**config.mk**
```make
export PLATFORM = sky130hd
export DESIGN_NAME = lif_neuron_array
export DESIGN_NICKNAME = d
export VERILOG_FILES = /design/src/rtl/lif_neuron_array.sv
export SDC_FILE = /design/constraint.sdc
export NUM_CORES = 1
export LEC_CHECK = 0
export ABC_AREA = 0
export CORE_ASPECT_RATIO = 0.9
export CORE_UTILIZATION = 40
export CTS_CLUSTER_SIZE = 24
export DETAILED_ROUTE_END_ITERATION = 12
export HOLD_SLACK_MARGIN = 0.02
export PLACE_DENSITY_LB_ADDON = 0.12
export SLEW_MARGIN = 20
export SYNTH_ARGS = -nofsm -noshare
export SYNTH_HDL_FRONTEND = slang
export SYNTH_SLANG_ARGS = --single-unit
```
**constraint.sdc**
```tcl
create_clock -name clk -period 7.2 [get_ports clk]
set_input_delay 1.08 -clock clk [delete_from_list [all_inputs] [get_ports clk]]
set_output_delay 1.08 -clock clk [all_outputs]
set_load 0.005 [all_outputs]
```
**src/rtl/lif_neuron_array.sv**
```systemverilog
// lif_neuron_array: N-channel leaky integrate-and-fire neuron array.
// Each channel leaks, integrates its input with saturation, and fires against a shared threshold.
// After firing, a channel is held silent by its own refractory counter.
// Optional build macro LIF_SPIKE_COUNT_EN adds per-channel saturating spike counters.
// These counters are read through the cnt_sel / spike_count mux.
// When the macro is undefined, spike_count reads 0.
module lif_neuron_array #(
  parameter int unsigned N_NEURONS = 4,
  parameter int unsigned WIDTH     = 8,
  parameter int unsigned REF_W     = 8,
  parameter int unsigned RESET_SUB = 0,
  parameter int unsigned CNT_W     = 8,
  localparam int unsigned SEL_W    = (N_NEURONS > 1) ? $clog2(N_NEURONS) : 1
) (
  input  logic                         clk,
  input  logic                         reset_n,
  input  logic                         enable,
  input  logic                         leak_mode,
  input  logic [N_NEURONS*WIDTH-1:0]   input_current,
  input  logic [WIDTH-1:0]             threshold,
  input  logic [WIDTH-1:0]             decay,
  input  logic [REF_W-1:0]             refractory_period,
  output logic [N_NEURONS-1:0]         spike_out,
  input  logic [SEL_W-1:0]             cnt_sel,
  output logic [CNT_W-1:0]             spike_count
);

  logic [WIDTH-1:0] v_q   [N_NEURONS];
  logic [WIDTH-1:0] v_d   [N_NEURONS];
  logic [REF_W-1:0] ref_q [N_NEURONS];
  logic [REF_W-1:0] ref_d [N_NEURONS];
  logic [N_NEURONS-1:0] spike_q, spike_d;

  // Per-channel datapath intermediates
  logic [WIDTH-1:0] lk  [N_NEURONS];
  logic [WIDTH:0]   sum [N_NEURONS];
  logic [WIDTH-1:0] vn  [N_NEURONS];

  // Next-state: refractory countdown, or leak + saturating integrate + fire decision
  always_comb begin
    spike_d = '0;
    for (int i = 0; i < N_NEURONS; i++) begin
      v_d[i]   = v_q[i];
      ref_d[i] = ref_q[i];
      if (leak_mode) begin
        lk[i] = v_q[i] - (v_q[i] >> decay[2:0]);
      end else begin
        lk[i] = (v_q[i] > decay) ? v_q[i] - decay : '0;
      end
      sum[i] = {1'b0, lk[i]} + {1'b0, input_current[i*WIDTH +: WIDTH]};
      vn[i]  = sum[i][WIDTH] ? '1 : sum[i][WIDTH-1:0];
      if (enable) begin
        if (ref_q[i] != '0) begin
          ref_d[i] = ref_q[i] - REF_W'(1);
          v_d[i]   = '0;
        end else if (vn[i] >= threshold) begin
          spike_d[i] = 1'b1;
          v_d[i]     = (RESET_SUB != 0) ? vn[i] - threshold : '0;
          ref_d[i]   = refractory_period;
        end else begin
          v_d[i] = vn[i];
        end
      end
    end
  end

  // State registers; spike_d is zero whenever enable is low, so spikes last one edge
  always_ff @(posedge clk or negedge reset_n) begin
    if (!reset_n) begin
      spike_q <= '0;
      for (int i = 0; i < N_NEURONS; i++) begin
        v_q[i]   <= '0;
        ref_q[i] <= '0;
      end
    end else begin
      spike_q <= spike_d;
      for (int i = 0; i < N_NEURONS; i++) begin
        v_q[i]   <= v_d[i];
        ref_q[i] <= ref_d[i];
      end
    end
  end

  assign spike_out = spike_q;

`ifdef LIF_SPIKE_COUNT_EN
  logic [CNT_W-1:0] cnt_q [N_NEURONS];
  logic [CNT_W-1:0] cnt_d [N_NEURONS];

  // Saturating per-channel spike counters
  always_comb begin
    for (int i = 0; i < N_NEURONS; i++) begin
      cnt_d[i] = cnt_q[i];
      if (spike_d[i] && (cnt_q[i] != '1)) begin
        cnt_d[i] = cnt_q[i] + CNT_W'(1);
      end
    end
  end

  // Counter registers
  always_ff @(posedge clk or negedge reset_n) begin
    if (!reset_n) begin
      for (int i = 0; i < N_NEURONS; i++) begin
        cnt_q[i] <= '0;
      end
    end else begin
      for (int i = 0; i < N_NEURONS; i++) begin
        cnt_q[i] <= cnt_d[i];
      end
    end
  end

  // Read mux; selects beyond the last channel read as zero
  always_comb begin
    spike_count = '0;
    if (32'(cnt_sel) < N_NEURONS) begin
      spike_count = cnt_q[cnt_sel];
    end
  end
`else
  logic unused_cnt_sel;
  assign unused_cnt_sel = ^cnt_sel;
  assign spike_count    = '0;
`endif

endmodule

```
==> results of run 1 <==
==> metrics by stage <==
step | util | cell area, um2 | hold WS, ns | std cells | total power, mW
after floorplan | - | 8986 | 0.4646 | 1135 | 1.270
after detailed placement | 0.4537 | 9902 | 0.5084 | 1465 | 1.559
final | 0.4702 | 10260 | 0.5168 | 1481 | 2.112
after global routing | 0.4702 | 10260 | 0.5446 | 1481 | 2.278
after global placement | 0.4537 | 9902 | 0.5015 | 1465 | 1.552
after CTS | 0.4702 | 10260 | 0.5192 | 1481 | 2.116
==> worst register-to-register path, stage by stage (launching register included) <==
cell	delay, ns
dfrtp_1	0.42
inv_1	0.12
o21ai_0	0.28
nor2_1	0.07
a211oi_1	0.21
a21oi_1	0.09
ha_1	0.29
a21o_1	0.17
a41o_1	0.25
o41ai_1	0.35
xnor2_1	0.13
a22o_1	0.25
ha_1	0.35
a21o_1	0.23
o41ai_1	0.50
o21ai_0	0.33
ha_1	0.37
a21o_1	0.18
a221oi_1	0.21
o21ai_0	0.20
buf_4	0.22
nand2b_1	0.22
nor2_1	0.26
a22o_1	0.17
==> state kept, by name, summed over array words and instances (netlist names) <==
name / count
spike_out: 4
ref_q: 32
v_q: 32
==> area by class of cell <==
class	count	area [um2]	share of cell area
clock inverter	5	107.6	0.01049
sequential	68	1702	0.1658
timing repair buffer	81	748.2	0.07291
clock buffer	11	252.7	0.02463
multi-input combinational	964	6859	0.6684
inverter	61	229.0	0.02231
tap	291	364.1	0.03548
==> layout by cell type (no fill, tap or decap), types with 5 or more instances in the layout <==
cell / instances
and3_1: 8
o21ai_0: 91
mux2_2: 7
clkdlybuf4s50_1: 59
o21bai_1: 5
nor2_1: 93
xor2_1: 27
nor3_1: 36
nand2_1: 91
xnor2_1: 29
nor2b_1: 23
o31ai_1: 8
clkbuf_16: 9
nand3_1: 28
a41o_1: 6
a211oi_1: 22
buf_4: 19
nand2b_1: 33
a22o_1: 22
o2bb2ai_1: 5
mux2i_1: 25
a21oi_1: 83
a21o_1: 23
o22ai_1: 30
o41ai_1: 7
conb_1: 8
or3_1: 6
inv_1: 59
a31o_2: 7
o2111ai_1: 7
a31oi_1: 14
and2_1: 10
o21a_1: 10
ha_1: 128
fa_1: 12
dfrtp_1: 68
o211ai_1: 10
==> power by group through the flow <==
stage               sequential (mW)  clock [mW]  combinational, mW
floorplan                     0.537           0              0.733
global placement              0.562           0              0.991
detailed placement            0.562           0              0.997
CTS                           0.556       0.556               1.00
global route                  0.572       0.569               1.14
finish                        0.558       0.542               1.01
==> routing by layer <==
layer / wire length (um) / share of wire / vias up / track usage
li1: - / - / 4287 / -
met1: 13770 / 0.51 / 3999 / 0.3459
met2: 11640 / 0.43 / 207 / 0.3739
met3: 1238 / 0.046 / 12 / 0.02667
met4: 209 / 0.0078 / 0 / 0.04099
met5: 0 / 0 / - / 0
==> worst max path at each step <==
stage / from / to / slack, ns / cells past startpoint
after global placement: decay[1] / ref_q[3]$_DFFE_PN0P_ / 0.24 / 26
after global routing: decay[1] / v_q[25]$_DFFE_PN0P_ / 0.05 / 26
after floorplan: decay[1] / v_q[30]$_DFFE_PN0P_ / 0.46 / 25
final: decay[1] / v_q[5]$_DFFE_PN0P_ / 0.58 / 25
after detailed placement: decay[1] / ref_q[3]$_DFFE_PN0P_ / 0.23 / 26
after CTS: decay[1] / v_q[27]$_DFFE_PN0P_ / 0.60 / 25
==> cell families after synthesis <==
kind of cell | count (synthesis) | share of synthesized area
multiplexers | 32 | 0.03673
AND/OR/NAND/NOR | 352 | 0.1905
XOR/XNOR | 56 | 0.05474
adder cells (fa/ha/maj) | 140 | 0.2056
AO/OA/AOI/OAI | 376 | 0.2747
buffers and inverters | 103 | 0.04748
flip-flops | 68 | 0.1899
other | 1 | 0.0004185
==> flow_summary_export.csv, run 1 <==
group,metric,value,unit
power_and_ir_drop,combPwrFrac,0.479,
finish,nets,1387,
power_and_ir_drop,clkPwrFrac,0.257,
placement,hpwl,20.85,mm
yosys,ys_seq_elements,68,
critical_path,rrSetupSlack,1.27,ns
power_and_ir_drop,vdd_drop_max,0.0001042,V
sta,fin_skew,0.004177,ns
finish,area_growth,14.54,%
grt,grt_max_degree,69,
placement,numPortBuffers,63,
placement,gp_congestion,0.8737,
critical_path,cp.arrival,6.90,ns
worst_hold_path,hold_end,"ref_q[24]$_DFFE_PN0P_",
yosys,synth_top_area_share,0.1899,
clock_tree,cts_num_sinks,68,
sta,layout_min_cycle_time,6.616,ns
critical_path,r2r-start,"v_q[25]$_DFFE_PN0P_",
critical_path,path_class,"input pin to register",
power_and_ir_drop,p_leak,4.557,nW
grt,antenna_found_initial,0,
outcome,outcome,"finished, final reports clean",
die,rows,51,
critical_path,slowest_delay,0.62,ns
worst_hold_path,holdPathStages,1,
yosys,yosys.cell_count.top_type,"ha_1",
yosys,synthTopCellsByArea,"dfrtp_1, ha_1, o21ai_0, a21oi_1, nor2_1",
die,initial_core_util,0.4106,
placement,place_ws,0.2270,ns
yosys,ys_async_sr_fraction,1.000,
detailed_routing,ant_nets,0,
critical_path,critPathLaunchType,"input pin",
critical_path,r2r_cells,23,
finish,drive_above_1_share,0.05294,
yosys,synth.avg_cell_area,7.943,um2
yosys,synthTopCellsByCount,"ha_1, nor2_1, nand2_1, o21ai_0, a21oi_1",
clock_tree,postCtsHoldBufs,0,
sta,setup-tns-final,0,ns
sta,drv_slew,0,
power_and_ir_drop,p_int,1.254,mW
sta,rsz0062_at_grt,"no",
critical_path,cp_num_buf_inv,2,
clock_tree,clk_latency,0.34,ns
yosys,synth_top_cell_by_area,"dfrtp_1",
sta,slew_headroom,0.3530,
sta,setup_ws,0.5841,ns
power_and_ir_drop,p_per_area,205.8,mW/mm2
clock_tree,postCtsResizedCells,0,
yosys,synth_edf_count,0,
critical_path,cp.required,7.48,ns
power_and_ir_drop,switching_share,0.4062,
die,ios,74,
clock_tree,cts_buffers,9,
sta,clock.fmax,151.2,MHz
clock_tree,cts_root_buf,"clkbuf_16",
detailed_routing,vias_per_cell,5.743,
critical_path,end_kind,"register",
clock_tree,cts.path.max_buffers,2,
finish,antenna_cells,0,
yosys,ys_types,71,
clock_tree,clk_pin_slew_worst_paths,0.06,ns
worst_hold_path,hold_start,"ref_q[24]$_DFFE_PN0P_",
detailed_routing,wirelength,26.86,mm
sta,finalSetupViolCount,0,
die,fp.dieH,144.0,um
sta,post-route-period-util,0.9189,
yosys,syn_inst,1128,
die,dieArea,0.02300,mm2
yosys,synth-main-ff-cell,"dfrtp_1",
grt,grt_pass1_vias,7729,
sta,worst_slew_pin_slew,0.9631,ns
yosys,seq_area_frac_synth,0.1899,
detailed_routing,wl_per_cell,18.13,um
grt,grt_pass1_wl,42.50,mm
critical_path,cp_top_family,"compound AO/OA/AOI/OAI gates",
worst_hold_path,hold_path_class,"register to register",
die,die_w,159.8,um
yosys,netlist_area,0.008960,mm2
clock_tree,cts_tree,"done",
detailed_routing,firstDrtPassIters,6,
power_and_ir_drop,p_seq_frac,0.264,
run,maxCapViolations,0,
grt,grt_use_total,0.2357,
detailed_routing,via_count,8505,
grt,grt_overflow_total,0,
clock_tree,postCtsSetupBuffers,0,
sta,hold_viol,0,
critical_path,path_max_fanout,21,
power_and_ir_drop,power.switching,0.8579,mW
critical_path,r2r-end,"v_q[27]$_DFFE_PN0P_",
finish,fillCellCount,2192,
yosys,synth_warnings,0,
die,core_area,0.02182,mm2
detailed_routing,drtIter0Drc,556,
critical_path,slowest_stage,"or3b_2",
detailed_routing,drc,0,
clock_tree,htreeDepth,3,
(Power assumes the default switching activity.)
==> run 2, diff against run 1 <==
- PLACE_DENSITY_LB_ADDON: 0.12 -> not set
==> flow_summary_export.csv, run 2 (synthesis results as in run 1) <==
group,metric,value,unit
outcome,outcome,"finished, final reports clean",
clock_tree,cts_num_sinks,68,
sta,layout_min_cycle_time,6.866,ns
critical_path,cp.required,7.46,ns
sta,clock.fmax,145.6,MHz
placement,gp_congestion,0.8751,
die,dieArea,0.02300,mm2
run,maxCapViolations,0,
power_and_ir_drop,p_seq_frac,0.276,
worst_hold_path,hold_path_class,"register to register",
die,core_area,0.02182,mm2
clock_tree,cts_root_buf,"clkbuf_16",
clock_tree,htreeDepth,3,
sta,setup-tns-final,0,ns
power_and_ir_drop,power.switching,0.8699,mW
clock_tree,cts.path.max_buffers,2,
critical_path,r2r_cells,24,
worst_hold_path,holdPathStages,1,
critical_path,path_max_fanout,21,
die,initial_core_util,0.4106,
power_and_ir_drop,p_leak,4.527,nW
sta,hold_viol,0,
clock_tree,clk_latency,0.35,ns
detailed_routing,firstDrtPassIters,5,
critical_path,critPathLaunchType,"input pin",
placement,place_inst,1465,
detailed_routing,vias_per_cell,5.825,
finish,antenna_cells,0,
detailed_routing,wirelength,26.74,mm
critical_path,path_class,"input pin to register",
sta,rsz0062_at_grt,"no",
detailed_routing,ant_nets,0,
grt,grt_pass1_wl,42.13,mm
clock_tree,postCtsSetupBuffers,0,
finish,mostFrequentLayoutCells,"ha_1, nor2_1, nand2_1, o21ai_0, a21oi_1",
power_and_ir_drop,switching_share,0.4281,
clock_tree,postCtsResizedCells,0,
clock_tree,cts_buffers,9,
sta,drv_slew,0,
finish,nets,1387,
sta,setup_ws,0.3339,ns
placement,hpwl,20.69,mm
detailed_routing,drc,0,
power_and_ir_drop,clkPwrFrac,0.226,
clock_tree,clk_pin_slew_worst_paths,0.06,ns
die,die_w,159.8,um
finish,drive_above_1_share,0.05294,
finish,final_common_cell,"ha_1",
die,fp.dieH,144.0,um
critical_path,cp.arrival,7.13,ns
detailed_routing,via_count,8627,
grt,grt_use_total,0.2331,
die,rows,51,
detailed_routing,drtIter0Drc,826,
grt,antenna_found_initial,0,
grt,grt_overflow_total,0,
placement,numPortBuffers,63,
finish,final_cells,1481,
finish,area_growth,13.82,%
sta,finalSetupViolCount,0,
placement,place_ws,0.1009,ns
sta,post-route-period-util,0.9536,
power_and_ir_drop,combPwrFrac,0.498,
power_and_ir_drop,p_int,1.162,mW
power_and_ir_drop,p_per_area,199.2,mW/mm2
sta,slew_headroom,0.4012,
grt,grt_max_degree,69,
clock_tree,cts_tree,"done",
critical_path,end_kind,"register",
power_and_ir_drop,vdd_drop_max,0.0001020,V
clock_tree,postCtsHoldBufs,0,
die,ios,74,
sta,worst_slew_pin_slew,0.8982,ns
grt,grt_pass1_vias,7702,
detailed_routing,wl_per_cell,18.06,um
sta,fin_skew,0.004231,ns
finish,fillCellCount,2199,
run 2: cell types whose count changed in the layout (fill, tap and decap cells not counted), sizes merged:
cell | before | now
clkinv | 3 | 4
bufinv | 3 | 1
inv | 60 | 62
clkinvlp | 0 | 1
clkbuf | 11 | 9
run 2: area by class of cell:
type | instances | area [um2] | area share
repair buffers | 81 | 745.7 | 0.07312
clock inverters | 7 | 73.82 | 0.007238
clock buffers | 9 | 225.2 | 0.02208
flip-flops and latches | 68 | 1702 | 0.1669
inverters | 61 | 229.0 | 0.02245
well taps | 291 | 364.1 | 0.03570
multi-input cells | 964 | 6859 | 0.6726
run 2: per-stage QoR:
step | power, mW | hold slack, ns | utilization | area [um2]
2_1_floorplan | 1.270 | 0.4646 | - | 8986
3_3_place_gp | 1.545 | 0.4986 | 0.4536 | 9899
3_5_place_dp | 1.558 | 0.4938 | 0.4536 | 9899
4_1_cts | 2.029 | 0.5078 | 0.4673 | 10200
5_1_grt | 2.198 | 0.5129 | 0.4673 | 10200
6_report | 2.032 | 0.5020 | 0.4673 | 10200
run 2: path summary, 6_finish.rpt:
| path | from | to | slack (ns) |
|---|---|---|---|
| worst max register to register | v_q[24]$_DFFE_PN0P_ | v_q[30]$_DFFE_PN0P_ | 1.19 |
| max in group asynchronous | reset_n | v_q[5]$_DFFE_PN0P_ | 5.68 |
| worst max-delay path | decay[1] | v_q[30]$_DFFE_PN0P_ | 0.33 |
| worst min-delay path | ref_q[5]$_DFFE_PN0P_ | ref_q[5]$_DFFE_PN0P_ | 0.50 |
| min in group asynchronous | reset_n | ref_q[23]$_DFFE_PN0P_ | 0.93 |
| worst min register to register | ref_q[5]$_DFFE_PN0P_ | ref_q[5]$_DFFE_PN0P_ | 0.50 |
run 2: layer usage:
| metal | global-route usage | wire length (um) |
|---|---|---|
| met5 | 0 | 0 |
| met4 | 0.07338 | 606 |
| met3 | 0.03298 | 1468 |
| met2 | 0.3422 | 10900 |
| met1 | 0.3478 | 13770 |
run 2: critical path: stages:
cell and delay, ns:
buf_2 0.45, buf_4 0.31, mux2i_1 0.25, a211oi_1 0.10, a21oi_1 0.21, inv_1 0.08, fa_1 0.40, nor2b_1 0.18
nor3_1 0.08, o21ai_0 0.17, o22ai_1 0.12, ha_1 0.37, nand3_1 0.11, o211ai_1 0.13, or4_1 0.44, and3_1 0.18
o21ai_0 0.53, ha_1 0.36, and2_1 0.17, a221oi_1 0.27, o21ai_0 0.13, buf_4 0.19, nor4_1 0.39, buf_4 0.21
a22oi_1 0.06, o21ai_0 0.12
run 2: power by group through the flow:
stage	logic, mW	clock network [mW]	registers [mW]
5_1_grt	1.14	0.489	0.571
3_5_place_dp	0.996	0	0.561
3_3_place_gp	0.984	0	0.561
6_report	1.01	0.459	0.560
2_1_floorplan	0.733	0	0.537
4_1_cts	1.00	0.471	0.555
==> run 3, diff against run 2 <==
- CTS_BUF_LIST: not set -> sky130_fd_sc_hd__clkbuf_8
==> flow_summary_export.csv, run 3 (synthesis results as in run 1) <==
group,metric,value,unit
detailed_routing,ant_nets,0,
power_and_ir_drop,combPwrFrac,0.531,
die,rows,51,
grt,grt_use_met2,0.3431,
detailed_routing,firstDrtPassIters,5,
sta,slew_headroom,0.3900,
clock_tree,cts_buffers,9,
placement,gp_congestion,0.8751,
grt,grt_pass1_vias,7687,
sta,rsz0062_at_grt,"no",
critical_path,cp.arrival,7.01,ns
critical_path,slowest_stage,"buf_2",
grt,grt_use_total,0.2329,
finish,final_common_cell,"ha_1",
sta,setup-tns-final,0,ns
power_and_ir_drop,p_int,1.053,mW
power_and_ir_drop,power.switching,0.8526,mW
power_and_ir_drop,switching_share,0.4474,
placement,numPortBuffers,63,
detailed_routing,drc,0,
sta,layout_min_cycle_time,6.710,ns
grt,grtUsageMet1,0.3478,
die,fp.dieH,144.0,um
finish,drive_above_1_share,0.05294,
clock_tree,cts_root_buf,"clkbuf_8",
outcome,outcome,"finished, final reports clean",
critical_path,cp.required,7.50,ns
sta,finalSetupViolCount,0,
sta,worst_slew_pin_slew,0.9149,ns
clock_tree,cts.path.max_buffers,2,
grt,antenna_found_initial,0,
power_and_ir_drop,p_seq_frac,0.293,
power_and_ir_drop,p_per_area,188.7,mW/mm2
grt,top_usage_layer,"met1",
placement,hpwl,20.69,mm
detailed_routing,via_count,8592,
sta,drv_slew,0,
sta,fin_skew,0.009852,ns
sta,hold_viol,0,
finish,mostFrequentLayoutCells,"ha_1, nor2_1, nand2_1, o21ai_0, a21oi_1",
power_and_ir_drop,clkPwrFrac,0.176,
finish,final_cell_area,0.01010,mm2
grt,met3_usage,0.03241,
die,core_area,0.02182,mm2
grt,grt_overflow_total,0,
finish,area_growth,12.69,%
worst_hold_path,hold_path_class,"register to register",
critical_path,slowest_delay,0.45,ns
grt,grt_pass1_wl,42.09,mm
clock_tree,htreeDepth,3,
detailed_routing,wirelength,26.81,mm
die,initial_core_util,0.4106,
run,maxCapViolations,0,
critical_path,end_kind,"register",
clock_tree,postCtsSetupBuffers,0,
die,ios,74,
finish,antenna_cells,0,
detailed_routing,drtIter0Drc,753,
clock_tree,postCtsResizedCells,0,
critical_path,path_class,"input pin to register",
power_and_ir_drop,vdd_drop_max,0.00007596,V
critical_path,path_max_fanout,21,
sta,clock.fmax,149.0,MHz
clock_tree,postCtsHoldBufs,0,
clock_tree,cts_num_sinks,68,
clock_tree,cts_tree,"done",
placement,placed_area,0.009899,mm2
finish,fillCellCount,2209,
critical_path,crit_path_frequent_cell,"buf_4",
die,die_w,159.8,um
clock_tree,clk_latency,0.37,ns
finish,nets,1387,
grt,grt_max_degree,69,
detailed_routing,vias_per_cell,5.801,
die,dieArea,0.02300,mm2
sta,post-route-period-util,0.9320,
power_and_ir_drop,p_leak,4.481,nW
clock_tree,clk_pin_slew_worst_paths,0.09,ns
critical_path,critPathLaunchType,"input pin",
detailed_routing,wl_per_cell,18.10,um
==> run 3: final cells by class <==
class	instances	area, um2	area share
clock buffer	9	123.9	0.01227
clock inverter	7	73.82	0.007311
inverter	61	229.0	0.02268
multi-input combinational	964	6859	0.6793
sequential	68	1702	0.1685
tap	291	364.1	0.03606
timing repair buffer	81	745.7	0.07385
==> run 3: stage by stage <==
step | hold WS [ns] | util | cells | worst slack [ns] | power (mW)
6_report | 0.5055 | 0.4627 | 1481 | 0.4898 | 1.906
5_1_grt | 0.5184 | 0.4627 | 1481 | 0.1313 | 2.073
4_1_cts | 0.5133 | 0.4627 | 1481 | 0.4991 | 1.905
3_5_place_dp | 0.4938 | 0.4536 | 1465 | 0.1009 | 1.558
3_3_place_gp | 0.4986 | 0.4536 | 1465 | 0.1849 | 1.545
2_1_floorplan | 0.4646 | - | 1135 | 0.4642 | 1.270
==> run 3: power by group through the flow <==
stage	Combinational (mW)	Clock (mW)	Sequential (mW)
after floorplan	0.733	0	0.537
after global placement	0.984	0	0.561
after detailed placement	0.996	0	0.561
after CTS	1.00	0.347	0.554
after global routing	1.14	0.365	0.570
final	1.01	0.336	0.558
==> run 3: worst max-delay path: cells and delay by family <==
kind | cells | cell delay [ns]
compound gates | 13 | 2.60
xor+xnor | 1 | 0.16
simple gates | 2 | 0.57
buf+inv | 5 | 1.36
fa+ha+maj | 3 | 0.98
mux | 1 | 0.24
==> run 3: layer usage <==
metal,wire [um],share of wire
met5,0,0
met4,622,0.023
met3,1586,0.059
met2,10820,0.40
met1,13780,0.51
==> run 3: worst paths after layout <==
kind / from / to / slack, ns / depth (start not counted)
max: decay[1] / v_q[30]$_DFFE_PN0P_ / 0.49 / 25
min: ref_q[5]$_DFFE_PN0P_ / ref_q[5]$_DFFE_PN0P_ / 0.51 / 1
max reg2reg: v_q[24]$_DFFE_PN0P_ / v_q[30]$_DFFE_PN0P_ / 1.31 / 24
min reg2reg: ref_q[5]$_DFFE_PN0P_ / ref_q[5]$_DFFE_PN0P_ / 0.51 / 1
max in group asynchronous: reset_n / v_q[25]$_DFFE_PN0P_ / 5.69 / 2
min in group asynchronous: reset_n / ref_q[23]$_DFFE_PN0P_ / 0.91 / 2
